===== config.mk =====
export PLATFORM = sky130hd
export DESIGN_NAME = cp0_timer_irq
export DESIGN_NICKNAME = d
export VERILOG_FILES = /design/src/rtl/cp0_timer_irq.sv
export SDC_FILE = /design/constraint.sdc
export NUM_CORES = 1
export LEC_CHECK = 0
export BUFFER_PORTS_ARGS = -buffer_cell sky130_fd_sc_hd__buf_4
export CORE_MARGIN = 1
export CORE_UTILIZATION = 56
export DETAILED_ROUTE_END_ITERATION = 6
export PLACE_DENSITY_LB_ADDON = 0.2
export SLEW_MARGIN = 20
export SYNTH_ARGS = -nofsm -noshare
export SYNTH_HDL_FRONTEND = slang
export SYNTH_SLANG_ARGS = --single-unit

===== constraint.sdc =====
create_clock -name clk -period 2.9 [get_ports clk]
set_input_delay 0.29 -clock clk [delete_from_list [all_inputs] [get_ports clk]]
set_output_delay 0.29 -clock clk [all_outputs]
set_load 0.02 [all_outputs]

===== src/rtl/cp0_timer_irq.sv =====
// CP0 subset: SR/Cause/EPC/PRId plus an optional Count/Compare timer.
// Handler entry is combinational (Req). The timer keeps running no matter what EXL, Req or IE are.
module cp0_timer_irq #(
    parameter int          NUM_HWINT = 6,
    parameter int          TIMER_EN  = 1,
    parameter int          COUNT_DIV = 2,
    parameter logic [31:0] PRID      = 32'h0000_0001
) (
    input  logic                 clk,
    input  logic                 reset,
    input  logic [4:0]           addr,
    input  logic                 WE,
    input  logic [31:0]          WD,
    input  logic [31:0]          pc,
    input  logic                 isBD,
    input  logic [4:0]           ExcCode,
    input  logic [NUM_HWINT-1:0] HWInt,
    input  logic                 EXLClr,
    output logic [31:0]          RD,
    output logic                 Req,
    output logic [31:0]          EPCOUT,
    output logic                 TimerIrq
);
    localparam logic [4:0] A_COUNT = 5'd9,  A_COMPARE = 5'd11, A_SR   = 5'd12;
    localparam logic [4:0] A_CAUSE = 5'd13, A_EPC     = 5'd14, A_PRID = 5'd15;
    localparam logic [3:0] PMAX    = 4'(COUNT_DIV - 1);
    localparam logic       TEN     = 1'(TIMER_EN != 0);

    logic [NUM_HWINT-1:0] im_hw_q, im_hw_d, ip_hw_q;
    logic                 im_t_q, im_t_d, exl_q, exl_d, ie_q, ie_d;
    logic                 bd_q, bd_d, ti_q, ti_d, ip_t_q;
    logic [4:0]           exc_q, exc_d;
    logic [31:0]          epc_q, epc_d, count_q, count_d, compare_q, compare_d;
    logic [3:0]           presc_q, presc_d;
    logic                 int_req, wr_en, cnt_wr, cmp_wr, inc;
    logic [31:0]          count_inc, sr_v, cause_v;

    assign int_req   = ie_q & ((|(HWInt & im_hw_q)) | (TEN & ti_q & im_t_q));
    assign Req       = ~exl_q & ((ExcCode != 5'd0) | int_req);
    assign wr_en     = WE & ~Req & ~EXLClr;
    assign cnt_wr    = wr_en & (addr == A_COUNT);
    assign cmp_wr    = wr_en & (addr == A_COMPARE);
    assign inc       = (presc_q == PMAX) & ~cnt_wr;
    assign count_inc = count_q + 32'd1;
    assign EPCOUT    = epc_q;
    assign TimerIrq  = TEN & ti_q;

    always_comb begin
        im_hw_d   = im_hw_q;
        im_t_d    = im_t_q;
        exl_d     = exl_q;
        ie_d      = ie_q;
        bd_d      = bd_q;
        exc_d     = exc_q;
        epc_d     = epc_q;
        count_d   = count_q;
        compare_d = compare_q;
        presc_d   = presc_q;
        ti_d      = ti_q;
        if (Req) begin
            exl_d = 1'b1;
            bd_d  = isBD;
            epc_d = isBD ? pc - 32'd4 : pc;
            // A pending interrupt takes precedence over a simultaneous exception.
            exc_d = int_req ? 5'd0 : ExcCode;
        end else if (EXLClr) begin
            exl_d = 1'b0;
        end else if (WE) begin
            case (addr)
                A_SR: begin
                    im_hw_d = WD[10 +: NUM_HWINT];
                    im_t_d  = TEN & WD[16];
                    exl_d   = WD[1];
                    ie_d    = WD[0];
                end
                A_EPC:   epc_d = {WD[31:2], 2'b00};
                default: ;
            endcase
        end
        if (TEN) begin
            if (cnt_wr) begin
                count_d = WD;
                presc_d = 4'd0;
            end else if (inc) begin
                count_d = count_inc;
                presc_d = 4'd0;
            end else begin
                presc_d = presc_q + 4'd1;
            end
            // Only an increment landing on Compare raises TI; a Compare write always clears it.
            if (cmp_wr) begin
                compare_d = WD;
                ti_d      = 1'b0;
            end else if (inc && count_inc == compare_q) begin
                ti_d = 1'b1;
            end
        end
    end

    always_ff @(posedge clk) begin
        if (!reset) begin
            im_hw_q   <= '0;
            im_t_q    <= 1'b0;
            exl_q     <= 1'b0;
            ie_q      <= 1'b0;
            bd_q      <= 1'b0;
            ti_q      <= 1'b0;
            ip_hw_q   <= '0;
            ip_t_q    <= 1'b0;
            exc_q     <= 5'd0;
            epc_q     <= 32'd0;
            count_q   <= 32'd0;
            compare_q <= 32'd0;
            presc_q   <= 4'd0;
        end else begin
            im_hw_q   <= im_hw_d;
            im_t_q    <= im_t_d;
            exl_q     <= exl_d;
            ie_q      <= ie_d;
            bd_q      <= bd_d;
            ti_q      <= ti_d;
            ip_hw_q   <= HWInt;
            ip_t_q    <= ti_q;
            exc_q     <= exc_d;
            epc_q     <= epc_d;
            count_q   <= count_d;
            compare_q <= compare_d;
            presc_q   <= presc_d;
        end
    end

    always_comb begin
        sr_v                    = 32'd0;
        sr_v[10 +: NUM_HWINT]   = im_hw_q;
        sr_v[16]                = TEN & im_t_q;
        sr_v[1]                 = exl_q;
        sr_v[0]                 = ie_q;
        cause_v                 = 32'd0;
        cause_v[31]             = bd_q;
        cause_v[30]             = TEN & ti_q;
        cause_v[10 +: NUM_HWINT] = ip_hw_q;
        cause_v[16]             = TEN & ip_t_q;
        cause_v[6:2]            = exc_q;
        RD                      = 32'd0;
        case (addr)
            A_COUNT:   RD = TEN ? count_q : 32'd0;
            A_COMPARE: RD = TEN ? compare_q : 32'd0;
            A_SR:      RD = sr_v;
            A_CAUSE:   RD = cause_v;
            A_EPC:     RD = epc_q;
            A_PRID:    RD = PRID;
            default:   RD = 32'd0;
        endcase
    end
endmodule

-- Word level (Yosys, flattened, before mapping)
Cells that the tools add are included.
- multiply operators: 0
- muxes and demuxes: 13
- add/subtract/negate cells: 3
- div/mod/pow operators: 0
- order comparisons: 0
- equality and inequality tests: 9
- bitwise gates (word level): 16
- shift operators: 0
- reduce and logical (&&, ||, !) cells: 13
- operators by type and width (operator ; number):
    two-way mux 32 bit ; 7
    case mux 32 bit (6 select lines) ; 1
    adder 32 x 1 -> 32 bit, second input constant ; 1
    == test 32 bit ; 1
    subtractor 32 x 3 -> 32 bit, second input constant ; 1
    == test 5 x 4 -> 1 bit, second input constant ; 6
    AND 1 bit ; 8
    AND 6 bit ; 1
    nonzero test 2 bit ; 3
    nonzero test 3 bit ; 2
    OR reduction 6 bit ; 1
    two-way mux 5 bit ; 1
    inverter 1 bit ; 5
    nonzero test 5 bit ; 1
    adder 4 x 1 -> 4 bit, second input constant ; 1
    == test 4 x 1 -> 1 bit, second input constant ; 1
    two-way mux 1 bit ; 4
    AND reduction 4 bit ; 1
    AND reduction 3 bit ; 1
    OR reduction 3 bit ; 1
    inequality test 2 x 1 -> 1 bit, second input constant ; 1
    bitwise OR 1 bit ; 2
    AND reduction 2 bit ; 1
    OR reduction 2 bit ; 1
    logical AND 1 bit ; 1
- RAM bits: 0
- memory bits (read-only): 0
- word-level logic and storage cells: 67
- register bits after elaboration: 123
- bits of input ports: 85
- output and inout bits: 66
- memories kept: 0
- latch bits: 0

-- Depth between registers and ports, before layout
- word-level depth: 14
- mapped depth: 10
- mapped depth without buffers: 9

-- Worst setup path before layout
No wires, ideal clock.
- path type: input port to output port
- from: in addr[1]
- to: out RD[17]
- cell stages on the path: 5
- arrival: 2005 ps
- path slack: 605 ps
- data required time: 2610 ps
- buffers on the path: 3
- cells stage by stage: buf_2 buf_1 buf_1 mux2i_1 o21ai_0
- cells in the longest elaborated chain, start to end: 2
- elaborated cells between the ends (all ways): 7
- those cells by class: 6 x eq/ne; 1 x mux
- RTL lines (item ; RTL line ; RTL):
    from (decl) ; 11 ; input logic [4:0] addr,
    == test 5 x 4 -> 1 bit ; 145 ; case (addr)
    case mux 32 bit (6 select lines) (*) ; 145 ;
    to (decl) ; 19 ; output logic [31:0] RD,
Every way passes the cells marked *; elsewhere a longest branch is shown, timed or not.

-- Final worst setup path
- from: reg im_hw_q[1]
- to: out Req
- cells in the longest elaborated chain, start to end: 6
- RTL lines (item ; RTL line ; RTL):
    from (decl) ; 29 ; logic [NUM_HWINT-1:0] im_hw_q, im_hw_d, ip_hw_q;
    from (signal assigned) ; 116 ; im_hw_q <= im_hw_d;
    AND 6 bit ; 38 ; assign int_req = ie_q & ((|(HWInt & im_hw_q)) | (TEN & ti_q & im_t_q));
    OR reduction 6 bit ; 38 ;
    bitwise OR 1 bit ; 38 ;
    AND 1 bit ; 38 ;
    bitwise OR 1 bit ; 39 ; assign Req = ~exl_q & ((ExcCode != 5'd0) | int_req);
    AND 1 bit ; 39 ;
    to (decl) ; 20 ; output logic Req,
No other way between the ends.

==> key figures <==
Critical path
  – Worst Path Arrival: approximately 2.3 ns
  – R2r startpoint: count_q[2]
  – Req. time, crit path: 2.61 ns
  – Type of origin of the critical path: flip-flop
  – Worst r2r path cells: 8
  – Worst Setup Path Type: flip-flop to output port
  – Critical R2R Capture: TimerIrq
  – CP endpoint kind: output port
  – R2r setup slk: 0.34 ns
  – CP Max Fanout: 20

Synth
  – Post-synthesis cell type count: 64
  – Number of flops mapped to enable cells by yosys: 0
  – Synth warnings: 0
  – Share of flip-flops with an asynchronous set or reset: 0%
  – Synth Instances: 933
  – Sequential share of the synthesized area: a little under a third
  – Synth Net Count: between 1000 and 1500
  – Cell area after synthesis: 7790 um^2
  – Ys flop type: dfxtp_1
  – Syn avg cell area: 8.35 um^2
  – Number of synthesized register bits: 123

GRT
  – Total GRT Usage: a little over a third
  – Gr busiest metal: met2
  – GR Overflow Total: 0
  – GRT met1 Usage: 48.6%
  – Initial antenna violation count: 1
  – Global Route met3 Usage: 9.55%
  – Vias in the first global route: 7097
  – GR Util met2: 55.4%
  – Largest net degree at the start of global routing: between 60 and 70
  – First-pass GRT wire length: 39.3 mm

CTS
  – Clock transition at path regs: ~0.050 ns
  – CTS tree: done
  – Clock buffer count from CTS: 17
  – Clock latency on the worst-skew pair: 0.43 ns
  – Hold_buf cts: 0
  – Root Buffer: clkbuf_16
  – Deepest clock path buffer count: 2
  – Setup Fix Bufs, Post-CTS: 0
  – CTS Sinks: 123
  – Post-CTS sizing: 0
  – H-tree levels: 4

STA
  – Setup Total Neg Slack: 0 ns
  – Fin crit period: roughly 2.6 ns
  – Max Slew Vio Count: 0
  – Fmax: 384 MHz
  – Slew @ Worst Pin: 0.545 ns
  – RSZ-0062 raised after global routing: no
  – Final Hold Vio Count: 0
  – Final Cycle Share: between 80% and 90%
  – Worst Skew: 0.00665 ns
  – Setup-failing EPs final: 0
  – Slew headroom: 63.3%

Power and ir drop
  – P_leak: ~4.0 nW
  – Gate power share: around 14%
  – Power density over the cells: 470 nW/um^2
  – Clock power share: 46.1%
  – Sequential Power Share: around 40%
  – NetSw: roughly 1.2 mW
  – Internal power: 3.39 mW
  – Pwr Total: 4.58 mW
  – VDD IR max: 0.423 mV
  – Switching Fraction: 26.0%

Die
  – Die Wd: between 100 and 150 um
  – Die area: 14400 um^2
  – Core area: ~13000 um^2
  – Die Y: 120 um
  – # rows: between 40 and 50
  – Initial core utilization: 58.1%
  – I/O pins: 151

Run status
  – Run status: finished clean

Route
  – DRC Markers: 0
  – Vias/cell: around 6.2
  – Wire per inst: 20.4 um
  – Antenna Nets Post-Route: 0
  – DRT Wirelength: 25.5 mm
  – Vias: just under 8000
  – First DRT Iteration DRCs: around 960
  – DR pass1 iterations: 5

Place
  – DP Cell Count: 1220
  – I/O Buffers: 150
  – Routability cong.: 1.02
  – Hpwl dp: 19.1 mm

Final layout
  – Ant diodes: 0
  – Fraction of layout cells with a size suffix above 1: between 20% and 30%
  – Most used cells in the layout excluding fill and tap cells: buf_4, nor2_1, dfxtp_1, mux2i_1, nand2_1
  – Final nets: 1152
  – Most common cell after layout, fill and taps aside: buf_4
  – Post-Layout Cell Count: 1250
  – Area grow syn2layout: 25.0%

Min path
  – Worst hold path class: input port to flip-flop
  – Hold path depth: 2
  – Min-delay src: HWInt[1]
  – WHS Endpoint: ip_hw_q[1]

Run
  – Maxcap violations: 0
## critical path: stages, from the launching register on
cell      delay (ns)
dfxtp_1         0.33
a222oi_1        0.50
a311o_1         0.33
and2_1          0.18
inv_2           0.13
buf_4           0.23
buf_4           0.17
## stage by stage
| stage | hold WS [ns] | worst slack (ns) | cell area (um^2) | utilization (%) |
|---|---|---|---|---|
| finish | 0.0770 | 0.298 | 9740 | 72.7 |
| global route | 0.0727 | 0.134 | 9740 | 72.7 |
| CTS | 0.0684 | 0.322 | 9740 | 72.7 |
| detailed placement | 0.443 | 0.395 | 9170 | 68.4 |
| global placement | 0.438 | 0.440 | 9170 | 68.4 |
| floorplan | 0.412 | 0.605 | 7790 | - |
## cell families after synthesis
group,share of synthesized area (%)
adders and majority gates,0.643
AOI/OAI and AO/OA,15.3
muxes,13.5
DFF,31.6
and+or+nand+nor,23.0
buffers and inverters,4.61
xor gates and xnor gates,11.3
## worst max path at each step
| stage | from | end | slack [ns] | cells after the start |
|---|---|---|---|---|
| 2_1_floorplan | addr[1] | RD[17] | 0.61 | 5 |
| 5_1_grt | count_q[2] | TimerIrq | 0.13 | 8 |
| 3_3_place_gp | count_q[2] | TimerIrq | 0.44 | 8 |
| 6_report | im_hw_q[1] | Req | 0.30 | 6 |
| 4_1_cts | im_hw_q[2] | Req | 0.32 | 6 |
| 3_5_place_dp | count_q[2] | TimerIrq | 0.39 | 8 |
## layout make-up
class | instances | area, um^2
well taps | 176 | 220
repair buffers | 184 | 1430
inverters | 15 | 56.3
flip-flops and latches | 123 | 2460
clock inverters | 9 | 123
clock buffers | 21 | 450
multi-input cells | 722 | 5000
fillers | 1057 | 3660
## layer usage
layer  vias to the layer above  part of all wire, %
li1                       3606                    -
met1                      3650                   42
met2                       422                   46
met3                        57                   10
met4                         2                  2.3
met5                         -                0.051
## flip-flops by register name (all words and copies together) (netlist names)
| register | flops |
|---|---|
| EPCOUT | 32 |
| TimerIrq | 1 |
| bd_q | 1 |
| compare_q | 32 |
| count_q | 32 |
| exc_q | 5 |
| exl_q | 1 |
| ie_q | 1 |
| im_hw_q | 6 |
| im_t_q | 1 |
| ip_hw_q | 6 |
| ip_t_q | 1 |
| presc_q | 4 |
## cell usage after synthesis, drive strengths merged (7+ instances only)
master	instances	area share, %
nor2	126	6.1
dfxtp	123	32
mux2i	95	12
nand2	68	3.3
a211oi	59	5.9
xnor2	51	5.7
clkbuf	47	2.3
xor2	47	5.3
o21ai	44	2.8
nand3	28	1.9
buf	26	1.6
nand4	22	1.8
a21oi	21	1.3
nor4	18	2.5
nor3	17	1.3
inv	15	0.72
a22oi	11	1.1
and2	11	0.88
mux2	9	1.3
or4	8	0.87
and3	7	0.56
nand3b	7	0.67
or3	7	0.75
## power groups by stage
stage	logic, mW	clock network (mW)	registers (mW)
final	0.639	2.11	1.83
after global placement	0.619	0	1.86
after global routing	0.674	2.21	1.83
after CTS	0.629	2.12	1.82
after detailed placement	0.625	0	1.86
after floorplan	0.283	0	1.89
Power figures use the tool's default switching activity.
